## src/rtl/alu_types.sv

```systemverilog
// Command encoding shared by the address ALU and its users.
package alu_types;

  typedef enum logic [1:0] {ADD, SUB, INC, DEC} cmd_t;

endpackage

```

## src/rtl/register_types.sv

```systemverilog
// Microcode address type shared across the address datapath.
package register_types;

  localparam int unsigned ADDR_W = 8;

  typedef logic [ADDR_W-1:0] addr_t;

endpackage

```

## src/rtl/seq_types.sv

```systemverilog
// Sequencer op, state and fault encodings for useq_ctrl.
package seq_types;

  typedef enum logic [2:0] {NEXT, JMP, JZ, CALL, RET, HALT, LDCNT, LOOP} op_t;

  typedef enum logic [1:0] {IDLE, RUN, HALTED, FAULT} state_t;

  typedef enum logic [2:0] {NONE, OVF, UNF, WRAP, ILL} fault_t;

endpackage

```

## src/rtl/seq_stack.sv

```systemverilog
// Return-address LIFO. Pointer is reset, contents are not; clear empties it synchronously.
module seq_stack #(
  parameter int unsigned DEPTH = 4,
  parameter int unsigned WIDTH = 8
) (
  input  logic             clk,
  input  logic             rst_n,
  input  logic             clear,
  input  logic             push,
  input  logic             pop,
  input  logic [WIDTH-1:0] din,
  output logic [WIDTH-1:0] dout,
  output logic             full,
  output logic             empty
);

  localparam int unsigned PtrW = $clog2(DEPTH);

  logic [PtrW:0]    sp_q;
  logic [WIDTH-1:0] mem_q [DEPTH];
  logic [PtrW-1:0]  wr_idx;
  logic [PtrW-1:0]  rd_idx;
  logic             do_push;
  logic             do_pop;

  assign wr_idx  = sp_q[PtrW-1:0];
  assign rd_idx  = wr_idx - PtrW'(1);
  assign full    = (sp_q == (PtrW + 1)'(DEPTH));
  assign empty   = (sp_q == '0);
  assign dout    = mem_q[rd_idx];
  assign do_push = push && !full && !clear;
  assign do_pop  = pop && !empty && !clear;

  always_ff @(posedge clk or negedge rst_n) begin
    if (!rst_n) begin
      sp_q <= '0;
    end else if (clear) begin
      sp_q <= '0;
    end else if (do_push) begin
      sp_q <= sp_q + (PtrW + 1)'(1);
    end else if (do_pop) begin
      sp_q <= sp_q - (PtrW + 1)'(1);
    end
  end

  always_ff @(posedge clk) begin
    if (do_push) begin
      mem_q[wr_idx] <= din;
    end
  end

endmodule

```

## src/rtl/useq_ctrl.sv

```systemverilog
// Microcode sequencer: owns the PC, drives addr_alu for PC+1, handles call/return and faults.
// Optional loop counter and LDCNT/LOOP ops are enabled by defining SEQ_LOOP_EN.
module useq_ctrl
  import register_types::*;
  import alu_types::*;
  import seq_types::*;
#(
  parameter int unsigned STACK_DEPTH = 4,
  parameter int unsigned CNT_W       = 8
) (
  input  logic     clk,
  input  logic     rst_n,
  input  logic     start,
  input  addr_t    start_addr,
  input  logic     stall,
  input  op_t      op,
  input  addr_t    target,
  input  logic     cond,
  output cmd_t     alu_cmd,
  output addr_t    alu_x,
  output addr_t    alu_y,
  input  addr_t    alu_z,
  input  logic     alu_zflag,
  output addr_t    pc,
  output logic     running,
  output logic     halted,
  output fault_t   fault
);

  state_t state_q, state_d;
  addr_t  pc_q, pc_d;
  fault_t fault_q, fault_d;

  logic   stk_clear, stk_push, stk_pop, stk_full, stk_empty;
  addr_t  stk_dout;

`ifdef SEQ_LOOP_EN
  logic [CNT_W-1:0] cnt_q, cnt_d;
`else
  logic [CNT_W-1:0] unused_cnt;
  assign unused_cnt = '0;
`endif

  seq_stack #(
    .DEPTH (STACK_DEPTH),
    .WIDTH (ADDR_W)
  ) u_stack (
    .clk   (clk),
    .rst_n (rst_n),
    .clear (stk_clear),
    .push  (stk_push),
    .pop   (stk_pop),
    .din   (alu_z),
    .dout  (stk_dout),
    .full  (stk_full),
    .empty (stk_empty)
  );

  assign alu_cmd = INC;
  assign alu_x   = pc_q;
  assign alu_y   = '0;
  assign pc      = pc_q;
  assign running = (state_q == RUN);
  assign halted  = (state_q == HALTED);
  assign fault   = fault_q;

  always_comb begin
    state_d   = state_q;
    pc_d      = pc_q;
    fault_d   = fault_q;
    stk_clear = 1'b0;
    stk_push  = 1'b0;
    stk_pop   = 1'b0;
`ifdef SEQ_LOOP_EN
    cnt_d     = cnt_q;
`endif
    if (start) begin
      state_d   = RUN;
      pc_d      = start_addr;
      fault_d   = NONE;
      stk_clear = 1'b1;
`ifdef SEQ_LOOP_EN
      cnt_d     = '0;
`endif
    end else if (state_q == RUN && !stall) begin
      unique case (op)
        NEXT: begin
          if (alu_zflag) begin
            state_d = FAULT;
            fault_d = WRAP;
          end else begin
            pc_d = alu_z;
          end
        end
        JMP: pc_d = target;
        JZ: begin
          if (cond) begin
            pc_d = target;
          end else if (alu_zflag) begin
            state_d = FAULT;
            fault_d = WRAP;
          end else begin
            pc_d = alu_z;
          end
        end
        CALL: begin
          if (stk_full) begin
            state_d = FAULT;
            fault_d = OVF;
          end else begin
            stk_push = 1'b1;
            pc_d     = target;
          end
        end
        RET: begin
          if (stk_empty) begin
            state_d = FAULT;
            fault_d = UNF;
          end else begin
            stk_pop = 1'b1;
            pc_d    = stk_dout;
          end
        end
        HALT: state_d = HALTED;
`ifdef SEQ_LOOP_EN
        LDCNT: begin
          cnt_d = CNT_W'(target);
          if (alu_zflag) begin
            state_d = FAULT;
            fault_d = WRAP;
          end else begin
            pc_d = alu_z;
          end
        end
        LOOP: begin
          if (cnt_q != '0) begin
            cnt_d = cnt_q - CNT_W'(1);
            pc_d  = target;
          end else if (alu_zflag) begin
            state_d = FAULT;
            fault_d = WRAP;
          end else begin
            pc_d = alu_z;
          end
        end
`endif
        default: begin
          state_d = FAULT;
          fault_d = ILL;
        end
      endcase
    end
  end

  always_ff @(posedge clk or negedge rst_n) begin
    if (!rst_n) begin
      state_q <= IDLE;
      pc_q    <= '0;
      fault_q <= NONE;
`ifdef SEQ_LOOP_EN
      cnt_q   <= '0;
`endif
    end else begin
      state_q <= state_d;
      pc_q    <= pc_d;
      fault_q <= fault_d;
`ifdef SEQ_LOOP_EN
      cnt_q   <= cnt_d;
`endif
    end
  end

endmodule

```

## config.mk

```make
export PLATFORM = sky130hd
export DESIGN_NAME = useq_ctrl
export DESIGN_NICKNAME = d
export VERILOG_FILES = /design/src/rtl/alu_types.sv /design/src/rtl/register_types.sv /design/src/rtl/seq_types.sv /design/src/rtl/seq_stack.sv /design/src/rtl/useq_ctrl.sv
export SDC_FILE = /design/constraint.sdc
export NUM_CORES = 1
export LEC_CHECK = 0
export CAP_MARGIN = 40
export CELL_PAD_IN_SITES_DETAIL_PLACEMENT = 0
export CELL_PAD_IN_SITES_GLOBAL_PLACEMENT = 1
export CORE_MARGIN = 5
export CORE_UTILIZATION = 42
export DETAILED_ROUTE_END_ITERATION = 16
export PLACE_DENSITY = 0.91
export SLEW_MARGIN = 20
export SYNTH_ARGS = -nofsm -noshare
export SYNTH_HDL_FRONTEND = slang
export SYNTH_HIERARCHICAL = 1
export SYNTH_SLANG_ARGS = --single-unit
```

## constraint.sdc

```tcl
create_clock -name clk -period 5.1 [get_ports clk]
set_input_delay 0.765 -clock clk [delete_from_list [all_inputs] [get_ports clk]]
set_output_delay 0.765 -clock clk [all_outputs]
set_load 0.05 [all_outputs]
```

# After elaboration in Yosys (flattened, before gate mapping)
# Memory sizes are Yosys's and may differ from the RTL's.
# Cells that the tools add are included.
[word_totals] n_memories=1 reg_bits=16 mem_bits_rw=32 in_bits=33
[classes] n_eq_ne=15 reduce_logical=18 n_mux=35 n_addsub=3
[mem_list] name="u_stack.mem_q" depth=4 width=8 read_ports=1 rd_ports_with_merged_regs=0 write_ports=1 line_no="seq_stack.sv:20" rtl="logic [WIDTH-1:0] mem_q [DEPTH];"
[op_table] operator="$mux W8" n=6
[op_table] operator="$pmux W8 S5" n=1
[op_table] operator="$mux W3" n=9
[op_table] operator="$pmux W3 S5" n=1
[op_table] operator="$mux W2" n=6
[op_table] operator="$pmux W2 S6" n=1
[op_table] operator="$mux W1" n=11
[op_table] operator="$reduce_and A5 Y1" n=2
[op_table] operator="$eq A3 B3 Y1 const B" n=3
[op_table] operator="$ne A3 B3 Y1 const B" n=3
[op_table] operator="$eq A3 B2 Y1 const B" n=2
[op_table] operator="$logic_not A3 Y1" n=2
[op_table] operator="$ne A3 B2 Y1 const B" n=2
[op_table] operator="$reduce_bool A6 Y1" n=1
[op_table] operator="$logic_and A1 B1 Y1" n=5
[op_table] operator="$logic_not A1 Y1" n=4
[op_table] operator="$reduce_and A4 Y1" n=1
[op_table] operator="$add A3 B1 Y3 const B" n=1
[op_table] operator="$eq A3 B1 Y1 const B" n=1
[op_table] operator="$reduce_bool A3 Y1" n=1
[op_table] operator="$sub A3 B1 Y3 const B" n=1
[op_table] operator="$eq A2 B1 Y1 const B" n=1
[op_table] operator="$eq A2 B2 Y1 const B" n=1
[op_table] operator="$ne A2 B1 Y1 const B" n=1
[op_table] operator="other kinds (4)" n=4

# Longest topological paths before layout
[logic_depth] ltp_word=10 mapped_depth=12 depth_no_buf=11

# Cells and area by module
# Netlist, hierarchy kept.
[modules_own_cells] mod="seq_stack" instances=1 cells_each=77 seq_area_each_um2=1036.0 area_each_um2=1450.1
[modules_own_cells] mod="useq_ctrl" instances=1 cells_each=130 seq_area_each_um2=325.3 area_each_um2=1144.8

# Worst setup path before layout
# No wires, ideal clock.
[synth_timing] path_kind="input-to-reg" startpoint="input start" endpoint="register u_stack.sp_q[2]" stages=11 setup_slack_ps=2028 arrival_ps=2944 t_required_ps=4972 setup_time_ps=128 cell_sequence="buf_2 clkbuf_1 nor2_1 nand3_1 nor3b_1 and3_1 xnor2_1 ha_1 a311o_1 a211oi_2 mux2_1"
[synth_between] elab_chain_cells=5
[synth_lines] item="start, declared" line_no="useq_ctrl.sv:13" rtl="input logic start,"
[synth_lines] item="$mux W1 (*)" line_no="useq_ctrl.sv:77" rtl="if (start) begin"
[synth_lines] item="named net stk_push" line_no="useq_ctrl.sv:34" rtl="logic stk_clear, stk_push, stk_pop, stk_full, stk_empty;"
[synth_lines] item="$logic_and A1 B1 Y1 (*) (2 in series)" line_no="seq_stack.sv:31" rtl="assign do_push = push && !full && !clear;"
[synth_lines] item="$mux W3" line_no="seq_stack.sv:39" rtl="end else if (do_push) begin"
[synth_lines] item="$mux W3" line_no="seq_stack.sv:37" rtl="end else if (clear) begin"
[synth_lines] item="end signal, assigned" line_no="seq_stack.sv:40" rtl="sp_q <= sp_q + (PtrW + 1)'(1);"
[synth_lines] item="end signal, assigned" line_no="seq_stack.sv:42" rtl="sp_q <= sp_q - (PtrW + 1)'(1);"
[synth_lines] item="end, declared" line_no="seq_stack.sv:19" rtl="logic [PtrW:0] sp_q;"
# The timed path passes the listed nets; every way through them passes the cells marked *.
# A chain may end at the register's enable or synchronous reset.

# Final worst setup path
[layout_timing] startpoint="register u_stack.sp_q[0]" endpoint="register u_stack.sp_q[2]"
[layout_between] elab_chain_cells=9
[layout_lines] item="$eq A3 B3 Y1 (*)" line_no="seq_stack.sv:28" rtl="assign full = (sp_q == (PtrW + 1)'(DEPTH));"
[layout_lines] item="named net stk_full" line_no="useq_ctrl.sv:34"
[layout_lines] item="$mux W1 (*)" line_no="useq_ctrl.sv:107" rtl="if (stk_full) begin"
[layout_lines] item="$mux W1 (*)" line_no="useq_ctrl.sv:86" rtl="unique case (op)"
[layout_lines] item="$mux W1 (*)" line_no="useq_ctrl.sv:85" rtl="end else if (state_q == RUN && !stall) begin"
[layout_lines] item="$mux W1 (*)" line_no="useq_ctrl.sv:77"
[layout_lines] item="named net stk_push" line_no="useq_ctrl.sv:34"
[layout_lines] item="$logic_and A1 B1 Y1 (*) (2 in series)" line_no="seq_stack.sv:31"
[layout_lines] item="$mux W3" line_no="seq_stack.sv:39"
[layout_lines] item="$mux W3" line_no="seq_stack.sv:37"
# The timed path passes the listed nets; every way through them passes the cells marked *. The select of a mux whose other input is x is not followed.

==> summary.log <==
qor: power.power.clock.fraction 0.300
qor: cts.clk-insertion-delay-late 0.31 ns
qor: final_layout.layout.nets 288
qor: cts.cts_inserted_buffers 5
qor: die.dieWidth 88.6 um
qor: die.io-pin-count 64
qor: sta.final_max_slew_viol_count 0
qor: logic_synthesis.synth-seq-area-share 0.525
qor: global_routing.grt_first_pass_wirelength 8960 um
qor: setup_path.timing.critical_path.arrival 3.65 ns
qor: placement.dp_hpwl 4190 um
qor: setup_path.cp_max_fo 14
qor: power.p_sw 280 uW
qor: sta.timing.max_slew.rel_slack 0.483
qor: placement.dpl_worst_slack 1.41 ns
qor: power.power.internal 657 uW
qor: global_routing.grt_remaining_overflow 0
qor: logic_synthesis.flop_and_latch_count_out_of_synthesis 48
qor: final_layout.final_layout_size_suffix_gt1_frac 0.116
qor: die.start_util 0.436
qor: drt.avgViaCountPerCell 5.35
qor: final_layout.diodes 0
qor: logic_synthesis.synth.largest_area_cell sky130_fd_sc_hd__edfxtp_1
qor: setup_path.worstReg2RegEnd u_stack/sp_q[2]
qor: logic_synthesis.synth.cells.most_frequent sky130_fd_sc_hd__edfxtp_1, sky130_fd_sc_hd__buf_4, sky130_fd_sc_hd__dfrtp_1, sky130_fd_sc_hd__inv_1, sky130_fd_sc_hd__and2_1
qor: sta.finalSetupTns 0 ns
qor: drt.drc 0
qor: hold_path.hold_path_end fault[2]
qor: setup_path.required 5.29 ns
qor: placement.final_estimated_routing_congestion_in_global_placement 0.828
qor: drt.wirelength 5860 um
qor: setup_path.sort_of_element_at_the_end_of_the_critical_path flip-flop
qor: hold_path.min-delay-path-class reg -> reg
qor: drt.route.antenna.remaining_nets 0
qor: cts.cts_hold_repair.buffers 0
qor: status.result_of_the_run completed
qor: cts.cts.clk_slew.worst_paths 0.09 ns
qor: drt.drt-pass1-iter-count 4
qor: power.power_per_cell_area 293 nW/um^2
qor: cts.clock_tree.buffer_depth 2
qor: logic_synthesis.synth_cell_type_count 45
qor: setup_path.worst_r2r_path_depth 11
qor: sta.rsz0062_at_grt false
qor: power.seq_power_share 0.468
qor: drt.routed-via-count 1744
qor: die.core_area 5960 um^2
qor: drt.drt-wirelength-per-cell 18.0 um
qor: power.vdd.ir_drop.worst 0.130 mV
qor: final_layout.regArea 1360 um^2
qor: cts.cts_sinks 48
qor: final_layout.fillerInstances 550
qor: global_routing.global_route.usage.total 0.156
qor: setup_path.r2r_path_start u_stack/sp_q[0]
qor: sta.tightest_slew 0.773 ns
qor: logic_synthesis.postSynthAreaPerCell 12.5 um^2
qor: job.cap_viol_max_count 0
qor: sta.fin_crit 3.46 ns
qor: logic_synthesis.postSynth.topFlopCell sky130_fd_sc_hd__edfxtp_1
qor: power.static_leakage 0.00120 uW
qor: logic_synthesis.async_flop_share 0.333
qor: logic_synthesis.fraction_of_synthesized_cell_area_taken_by_the_top_area_cell_type 0.370
qor: die.die_h 88.6 um
qor: sta.final_hold_viol_count 0
qor: logic_synthesis.synth.yosys.warnings 6
qor: die.fp.dieArea 7850 um^2
qor: sta.timing.final.crit_share 0.678
qor: sta.timing.clock.skew 0.0108 ns
qor: drt.drt_first_iter_violations 111
qor: sta.setup_viol 0
qor: setup_path.critical_path_class reg -> reg
qor: final_layout.area_growth 23.4%
qor: hold_path.timing.hold.worst_path_depth 1
qor: global_routing.grt_antenna_before_repair 0
qor: power.switching_portion_of_total_power 0.299
qor: logic_synthesis.number_of_standard_cells_after_synthesis 207
qor: final_layout.multi_input_area 1020 um^2
qor: sta.layout_setup_ws 1.64 ns
qor: cts.post_cts.repair.setup_buffers 0
qor: die.core.rowCount 28
qor: logic_synthesis.synth.most_common_cell sky130_fd_sc_hd__edfxtp_1
qor: cts.cts_max_level 2
qor: logic_synthesis.number_of_enable_type_register_cells_in_the_synthesized_netlist 32
qor: cts.tritoncts_clock_tree yes
qor: global_routing.pin_count_of_the_biggest_net_entering_global_routing 24
qor: power.comb_power_share 0.232
qor: setup_path.cp-start-kind flip-flop
qor: sta.achievable-frequency 289 MHz
qor: logic_synthesis.synth_area 2590 um^2
qor: hold_path.startpoint_of_the_lowest_slack_hold_path fault[2]
qor: cts.post_cts.resized_instances 0
qor: setup_path.regToRegSetupSlack 1.64 ns
qor: logic_synthesis.synth_area_leaders sky130_fd_sc_hd__edfxtp_1, sky130_fd_sc_hd__dfrtp_1, sky130_fd_sc_hd__mux4_2
qor: sta.worst_hold_slack 0.517 ns
qor: global_routing.grt_pass1_vias 1751
qor: cts.ctsRootBufferMaster sky130_fd_sc_hd__clkbuf_8
qor: placement.count_of_input_and_output_buffers 53
qor: final_layout.layout.core_utilization 0.538
## layer usage
| metal | up-vias | global-route usage | wire [um] |
|---|---|---|---|
| met5 | - | 0 | 0 |
| met4 | 0 | 0.0618 | 80 |
| met3 | 8 | 0.0335 | 353 |
| met1 | 862 | 0.194 | 2400 |
| li1 | 818 | - | - |
| met2 | 56 | 0.264 | 3030 |
## kinds of logic after synthesis
group	Yosys count	share of synthesized area
AOI/OAI and AO/OA	35	0.109
xor gates and xnor gates	1	0.00338
adders and majority gates	5	0.0241
buffers and inverters	43	0.0945
DFF	48	0.525
muxes	19	0.113
other	2	0.00289
and+or+nand+nor	54	0.128
## worst max-delay path: stages, from the launching register on
cell	delay, ns
sky130_fd_sc_hd__dfrtp_1	0.79
sky130_fd_sc_hd__inv_1	0.14
sky130_fd_sc_hd__ha_1	0.27
sky130_fd_sc_hd__nand2_1	0.16
sky130_fd_sc_hd__inv_1	0.08
sky130_fd_sc_hd__nor3b_1	0.40
sky130_fd_sc_hd__and3_1	0.32
sky130_fd_sc_hd__xnor2_1	0.10
sky130_fd_sc_hd__ha_1	0.22
sky130_fd_sc_hd__a311o_1	0.34
sky130_fd_sc_hd__a211oi_2	0.18
sky130_fd_sc_hd__mux2_1	0.34
## placed cells by master, fill, tap and decap left out, types with 2 or more instances in the layout
cell type,count
sky130_fd_sc_hd__inv_1,16
sky130_fd_sc_hd__or4_1,2
sky130_fd_sc_hd__a21oi_1,8
sky130_fd_sc_hd__and3_1,2
sky130_fd_sc_hd__o21ai_0,5
sky130_fd_sc_hd__mux2_2,2
sky130_fd_sc_hd__nand2_1,9
sky130_fd_sc_hd__dfrtp_1,16
sky130_fd_sc_hd__o221ai_1,7
sky130_fd_sc_hd__a221o_1,8
sky130_fd_sc_hd__conb_1,10
sky130_fd_sc_hd__edfxtp_1,32
sky130_fd_sc_hd__nor2b_1,3
sky130_fd_sc_hd__ha_1,5
sky130_fd_sc_hd__or3_1,2
sky130_fd_sc_hd__nand2b_1,3
sky130_fd_sc_hd__nor2_1,9
sky130_fd_sc_hd__mux4_2,8
sky130_fd_sc_hd__and2_1,13
sky130_fd_sc_hd__clkdlybuf4s50_1,53
sky130_fd_sc_hd__clkbuf_8,5
sky130_fd_sc_hd__mux2i_1,8
## state kept, by name (all words and copies together) (netlist names)
register / flops
state_q: 2
u_stack/sp_q: 3
u_stack/mem_q: 32
fault: 3
alu_x: 8
## through the flow
step | cells | power [uW] | cell area, um^2
after global routing | 326 | 974 | 3200
after global placement | 317 | 662 | 3070
after floorplan | 215 | 598 | 2630
final | 326 | 938 | 3200
after detailed placement | 318 | 666 | 3090
after CTS | 326 | 946 | 3200
## how the worst max path moves through the flow
stage	start	end	slack (ns)	depth (start not counted)
2_1_floorplan	start	u_stack/sp_q[2]	2.03	11
3_3_place_gp	op[2]	u_stack/sp_q[2]	1.54	10
3_5_place_dp	op[2]	u_stack/sp_q[2]	1.41	10
4_1_cts	u_stack/sp_q[0]	u_stack/sp_q[2]	1.63	11
5_1_grt	u_stack/sp_q[0]	u_stack/sp_q[2]	1.35	11
6_report	u_stack/sp_q[0]	u_stack/sp_q[2]	1.64	11
## area by class of cell
type	instances	area share
repair buffers	55	0.173
multi-input cells	124	0.318
clock inverters	3	0.0145
clock buffers	5	0.0215
flip-flops and latches	48	0.425
inverters	16	0.0188
well taps	75	0.0293
## power by group through the flow
stage | combinational [uW] | sequential [uW] | clock [uW]
CTS | 219 | 439 | 288
global placement | 215 | 447 | 0
global route | 229 | 441 | 304
floorplan | 121 | 477 | 0
finish | 218 | 439 | 281
detailed placement | 218 | 448 | 0
(Power assumes the default switching activity.)
